[src/rtl/ps2_rx.sv]
// Host-side PS/2 receiver: synchronises the device clock/data pair, deserialises
// 11-bit frames and queues good bytes in a FIFO drained by a valid/ready reader.
module ps2_rx #(
  parameter int FIFO_DEPTH     = 8,
  parameter int TIMEOUT_CYCLES = 50000
) (
  input  logic       clock,
  input  logic       reset,
  input  logic       ps2_clk,
  input  logic       ps2_dat,
  input  logic       rd_ready,
  output logic       rd_valid,
  output logic [7:0] rd_data,
  output logic       frame_err,
  output logic       overflow,
  input  logic       clr_overflow
);

  localparam int AW = $clog2(FIFO_DEPTH);
  // Abort fires on the edge where the counter would reach TIMEOUT_CYCLES-1.
  localparam logic [15:0] TCNT_ABORT = 16'(TIMEOUT_CYCLES - 2);
  localparam logic [AW:0] COUNT_FULL = (AW + 1)'(FIFO_DEPTH);

  typedef enum logic [1:0] {
    IDLE  = 2'd0,
    RECV  = 2'd1,
    CHECK = 2'd2
  } state_t;

  state_t      state;
  logic        clk_s1, clk_s2, clk_prev;
  logic        dat_s1, dat_s2;
  logic        fall;
  logic [3:0]  bitcnt;
  logic [9:0]  shreg;
  logic [15:0] tcnt;
  logic        frame_ok, push, pop, full, wr_en;

  logic [7:0]    mem [FIFO_DEPTH];
  logic [AW-1:0] wr_ptr, rd_ptr;
  logic [AW:0]   count;

  always_ff @(posedge clock) begin
    if (reset) begin
      clk_s1   <= 1'b1;
      clk_s2   <= 1'b1;
      clk_prev <= 1'b1;
      dat_s1   <= 1'b1;
      dat_s2   <= 1'b1;
    end else begin
      clk_s1   <= ps2_clk;
      clk_s2   <= clk_s1;
      clk_prev <= clk_s2;
      dat_s1   <= ps2_dat;
      dat_s2   <= dat_s1;
    end
  end

  assign fall = clk_prev & ~clk_s2;

  // shreg[7:0] = data LSB first, shreg[8] = parity, shreg[9] = stop
  assign frame_ok = (^shreg[7:0] ^ shreg[8]) & shreg[9];

  always_ff @(posedge clock) begin
    if (reset) begin
      state     <= IDLE;
      bitcnt    <= 4'd0;
      shreg     <= 10'd0;
      tcnt      <= 16'd0;
      frame_err <= 1'b0;
    end else begin
      frame_err <= 1'b0;
      case (state)
        IDLE: begin
          tcnt <= 16'd0;
          if (fall && !dat_s2) begin
            state  <= RECV;
            bitcnt <= 4'd1;
          end
        end
        RECV: begin
          if (fall) begin
            shreg[bitcnt - 4'd1] <= dat_s2;
            bitcnt               <= bitcnt + 4'd1;
            tcnt                 <= 16'd0;
            if (bitcnt == 4'd10) state <= CHECK;
          end else if (tcnt == TCNT_ABORT) begin
            frame_err <= 1'b1;
            bitcnt    <= 4'd0;
            tcnt      <= 16'd0;
            state     <= IDLE;
          end else begin
            tcnt <= tcnt + 16'd1;
          end
        end
        CHECK: begin
          frame_err <= ~frame_ok;
          bitcnt    <= 4'd0;
          tcnt      <= 16'd0;
          state     <= IDLE;
        end
        default: state <= IDLE;
      endcase
    end
  end

  assign push     = (state == CHECK) & frame_ok;
  assign rd_valid = (count != '0);
  assign pop      = rd_valid & rd_ready;
  assign full     = (count == COUNT_FULL);
  // A pop in the same cycle frees the slot, so a push while full still lands.
  assign wr_en    = push & (~full | pop);
  assign rd_data  = rd_valid ? mem[rd_ptr] : 8'h00;

  always_ff @(posedge clock) begin
    if (wr_en) mem[wr_ptr] <= shreg[7:0];
  end

  always_ff @(posedge clock) begin
    if (reset) begin
      wr_ptr   <= '0;
      rd_ptr   <= '0;
      count    <= '0;
      overflow <= 1'b0;
    end else begin
      if (wr_en) wr_ptr <= wr_ptr + AW'(1);
      if (pop)   rd_ptr <= rd_ptr + AW'(1);
      count <= count + (AW + 1)'(wr_en) - (AW + 1)'(pop);
      if (push && full && !pop) overflow <= 1'b1;
      else if (clr_overflow)    overflow <= 1'b0;
    end
  end

endmodule

[config.mk]
export PLATFORM = sky130hd
export DESIGN_NAME = ps2_rx
export DESIGN_NICKNAME = d
export VERILOG_FILES = /design/src/rtl/ps2_rx.sv
export SDC_FILE = /design/constraint.sdc
export NUM_CORES = 1
export LEC_CHECK = 0
export ABC_AREA = 0
export CAP_MARGIN = 20
export CORE_MARGIN = 10
export CORE_UTILIZATION = 39
export DETAILED_ROUTE_END_ITERATION = 10
export GPL_TIMING_DRIVEN = 0
export PLACE_DENSITY = 0.58
export SLEW_MARGIN = 20
export SYNTH_ARGS = -nofsm -noshare
export SYNTH_HDL_FRONTEND = slang
export SYNTH_SLANG_ARGS = --single-unit
[constraint.sdc]
create_clock -name clock -period 3.3 [get_ports clock]
set_input_delay 0.495 -clock clock [delete_from_list [all_inputs] [get_ports clock]]
set_output_delay 0.495 -clock clock [all_outputs]
set_load 0.02 [all_outputs]
==> results.json <==
{
  "pwr_density_cell_nw_per_um2": 698,
  "synth_fa_ha_area_frac": 0.0541,
  "finClkSkew_ns": 0.00823,
  "core_area_sq_um": 13200,
  "r2r-start": "shreg[0]",
  "worstHoldPathCells": 1,
  "regToRegSetupSlack_ns": 0.37,
  "cts_root_buffer": "clkbuf_16",
  "worstReg2RegEnd": "mem[7][0]",
  "min_to": "dat_s2",
  "track_usage": 0.123,
  "antenna_found_initial": 0,
  "port_buffers": 16,
  "routed_wl_um": 10400,
  "dr.pass1.iters": 4,
  "ys_seq_elements": 116,
  "slew_viol_final": 0,
  "ant_nets": 0,
  "grt_max_degree": 17,
  "worstPathArrival_ns": 2.62,
  "synth-xor-area-share": 0.0438,
  "finalNonFillerCells": 651,
  "nNetsFinal": 491,
  "async_reset_ff_frac": 0,
  "fmaxAchievable_ghz": 0.321,
  "setup_violations": 0,
  "synth_nets": 455,
  "startpoint_type": "register",
  "clk_latency_ns": 0.42,
  "criticalPathCategory": "register to output pin",
  "ys.flop_type": "edfxtp_1",
  "cts_buffers": 17,
  "clk_path_buf_depth": 2,
  "cp_slowest_stage_delay_ns": 0.56,
  "floorplan.die_area_sq_um": 18400,
  "cts_tree": "built",
  "grt_remaining_overflow": 0,
  "seq_area_sq_um": 2960,
  "num_vias": 3346,
  "synth_cells": 427,
  "fin_ws_ns": 0.180,
  "cts-htree-levels": 4,
  "synthTopCellsByArea": "edfxtp_1 (37%), dfxtp_1 (20%), mux4_2 (6.9%)",
  "slew_headroom": 0.419,
  "drive_above_1_share": 0.145,
  "worst_pin_slew_ns": 0.869,
  "synth_area_per_cell_sq_um": 12.3,
  "final_hold_viol_count": 0,
  "synth.top_cell.area_share": 0.367,
  "io_pins": 17,
  "cp.required_ns": 2.80,
  "synth_most_common_cell": "edfxtp_1",
  "numPlacedInstances": 621,
  "period_share": 0.945,
  "n_antenna_cell": 0,
  "synth_top_family_by_area": "simple AND/OR/NAND/NOR gates",
  "irDropWorstVdd_v": 0.000323,
  "drtIter0Drc": 165,
  "hold_path.class": "register to register",
  "crit_slowest_cell": "clkdlybuf4s50_1",
  "timing.hold.ws_ns": 0.418,
  "holdBufCountCts": 0,
  "synth-edff-count": 64,
  "wire_per_inst_um": 16.0,
  "leakagePower_uw": 0.00210,
  "cts_setup_buffers": 0,
  "cp_max_fo": 10,
  "period_needed_ns": 3.12,
  "grt_setup_unrepaired": "no",
  "initial_core_util": 0.397,
  "status": "finished, final reports clean",
  "synth-warning-count": 0,
  "path_cells": "buf_2 -> buf_4 -> mux4_2 -> mux2i_1 -> nor2_1 -> clkdlybuf4s50_1",
  "syn_area_sq_um": 5230,
  "rows": 42,
  "die_w_um": 136,
  "synth_compound_area_frac": 0.0667,
  "multi_input_area_sq_um": 2130,
  "yosysUniqueCellTypes": 54,
  "seq_area_frac_synth": 0.566,
  "post-place-ws_ns": 0.184,
  "drv_cap": 0,
  "synth_mux_area_frac": 0.0964,
  "synth_top_area_cell": "edfxtp_1",
  "area_growth_pct": 19.5,
  "synth-simple-area-share": 0.143,
  "endpoint_kind": "output pin",
  "grt_pass1_vias": 3479,
  "grt_pass1_wl_um": 17600,
  "path_clk_slew_ns": 0.05,
  "hpwlAfterDp_um": 7070,
  "viasPerCell": 5.14,
  "drc": 0,
  "gp_congestion": 0.817,
  "worstHoldStart": "dat_s1",
  "r2r_cells": 5,
  "synth_commonest_cells": "edfxtp_1 (64), dfxtp_1 (52), nor2_1 (43), ha_1 (21), nand2_1 (21)",
  "cts_sinks": 116,
  "die_y_um": 136,
  "n_fill_cell": 1197
}
## per-stage QoR
stage               power [uW]  area [sq um]  TNS, ns  utilization
floorplan                 2240          5230        0            -
global placement          2530          5610    -5.69        0.425
CTS                       4420          6260        0        0.474
detailed placement        2550          5650        0        0.428
finish                    4360          6250        0        0.474
global route              4590          6250        0        0.474
## cell usage in the layout (no fill, tap or decap), types with 14 or more instances in the layout
cell              n
a21oi_1          20
clkbuf_1         14
clkbuf_16        17
clkdlybuf4s50_1  16
dfxtp_1          52
edfxtp_1         64
ha_1             21
inv_1            20
mux4_2           16
nand2_1          21
nand4_1          16
nor2_1           43
o21ai_0          15
## logic make-up after synthesis
kind of cell	count (synthesis)
fa+ha+maj	22
simple gates	141
compound gates	56
xor+xnor	23
flops	116
mux	29
buf+inv	40
## flip-flops by register name, summed over array words and instances, names as in the netlist, named ones only
name	flops
dat_s1	1
shreg	10
clk_s2	1
mem	64
frame_err	1
bitcnt	4
count	4
dat_s2	1
tcnt	16
wr_ptr	3
clk_s1	1
clk_prev	1
state	2
rd_ptr	3
overflow	1
## critical path, delay by kind of cell (launching register included)
| family | cells | cell delay (ns) |
|---|---|---|
| buf+inv | 3 | 1.13 |
| mux | 2 | 0.71 |
| flops | 1 | 0.30 |
| simple gates | 1 | 0.07 |
## power by group
group	leakage (uW)	internal [uW]	switching, uW
Clock	0.000290	1190	676
Combinational	0.000797	436	460
Sequential	0.00101	1560	42.8
Total	0.00210	3180	1180
## worst max-delay path by stage
stage | start | to | slack, ns | depth (start not counted)
after floorplan | shreg[0] | mem[4][0] | 0.71 | 5
after global placement | rd_ready | mem[4][2] | -0.24 | 6
after detailed placement | rd_ready | mem[2][3] | 0.18 | 6
after CTS | register | rd_data[4] | 0.04 | 6
after global routing | register | rd_data[4] | 0.002 | 6
final | register | rd_data[4] | 0.18 | 6
## final cells by class
class,count,area share
Buffer,19,0.0126
Clock buffer,17,0.0680
Clock inverter,14,0.0288
Inverter,20,0.0120
Multi-Input combinational cell,271,0.341
Sequential cell,116,0.474
Tap cell,176,0.0352
Timing Repair Buffer,18,0.0280
## per-layer routing
layer / vias up / wire length, um / share of wire / global-route usage
met5: - / 0 / 0 / 0
met1: 1627 / 4640 / 0.45 / 0.147
li1: 1655 / - / - / -
met3: 15 / 374 / 0.036 / 0.0406
met4: 0 / 139 / 0.013 / 0.0562
met2: 49 / 5250 / 0.50 / 0.198
## what timing repair did
item	in CTS	in global routing
gates cloned	0	0
endpoints found under the setup margin	8	1
hold endpoints to repair	0	0
resized for setup	2	0
pin swaps	0	0
Note: power is estimated with default switching activity, not from simulation.
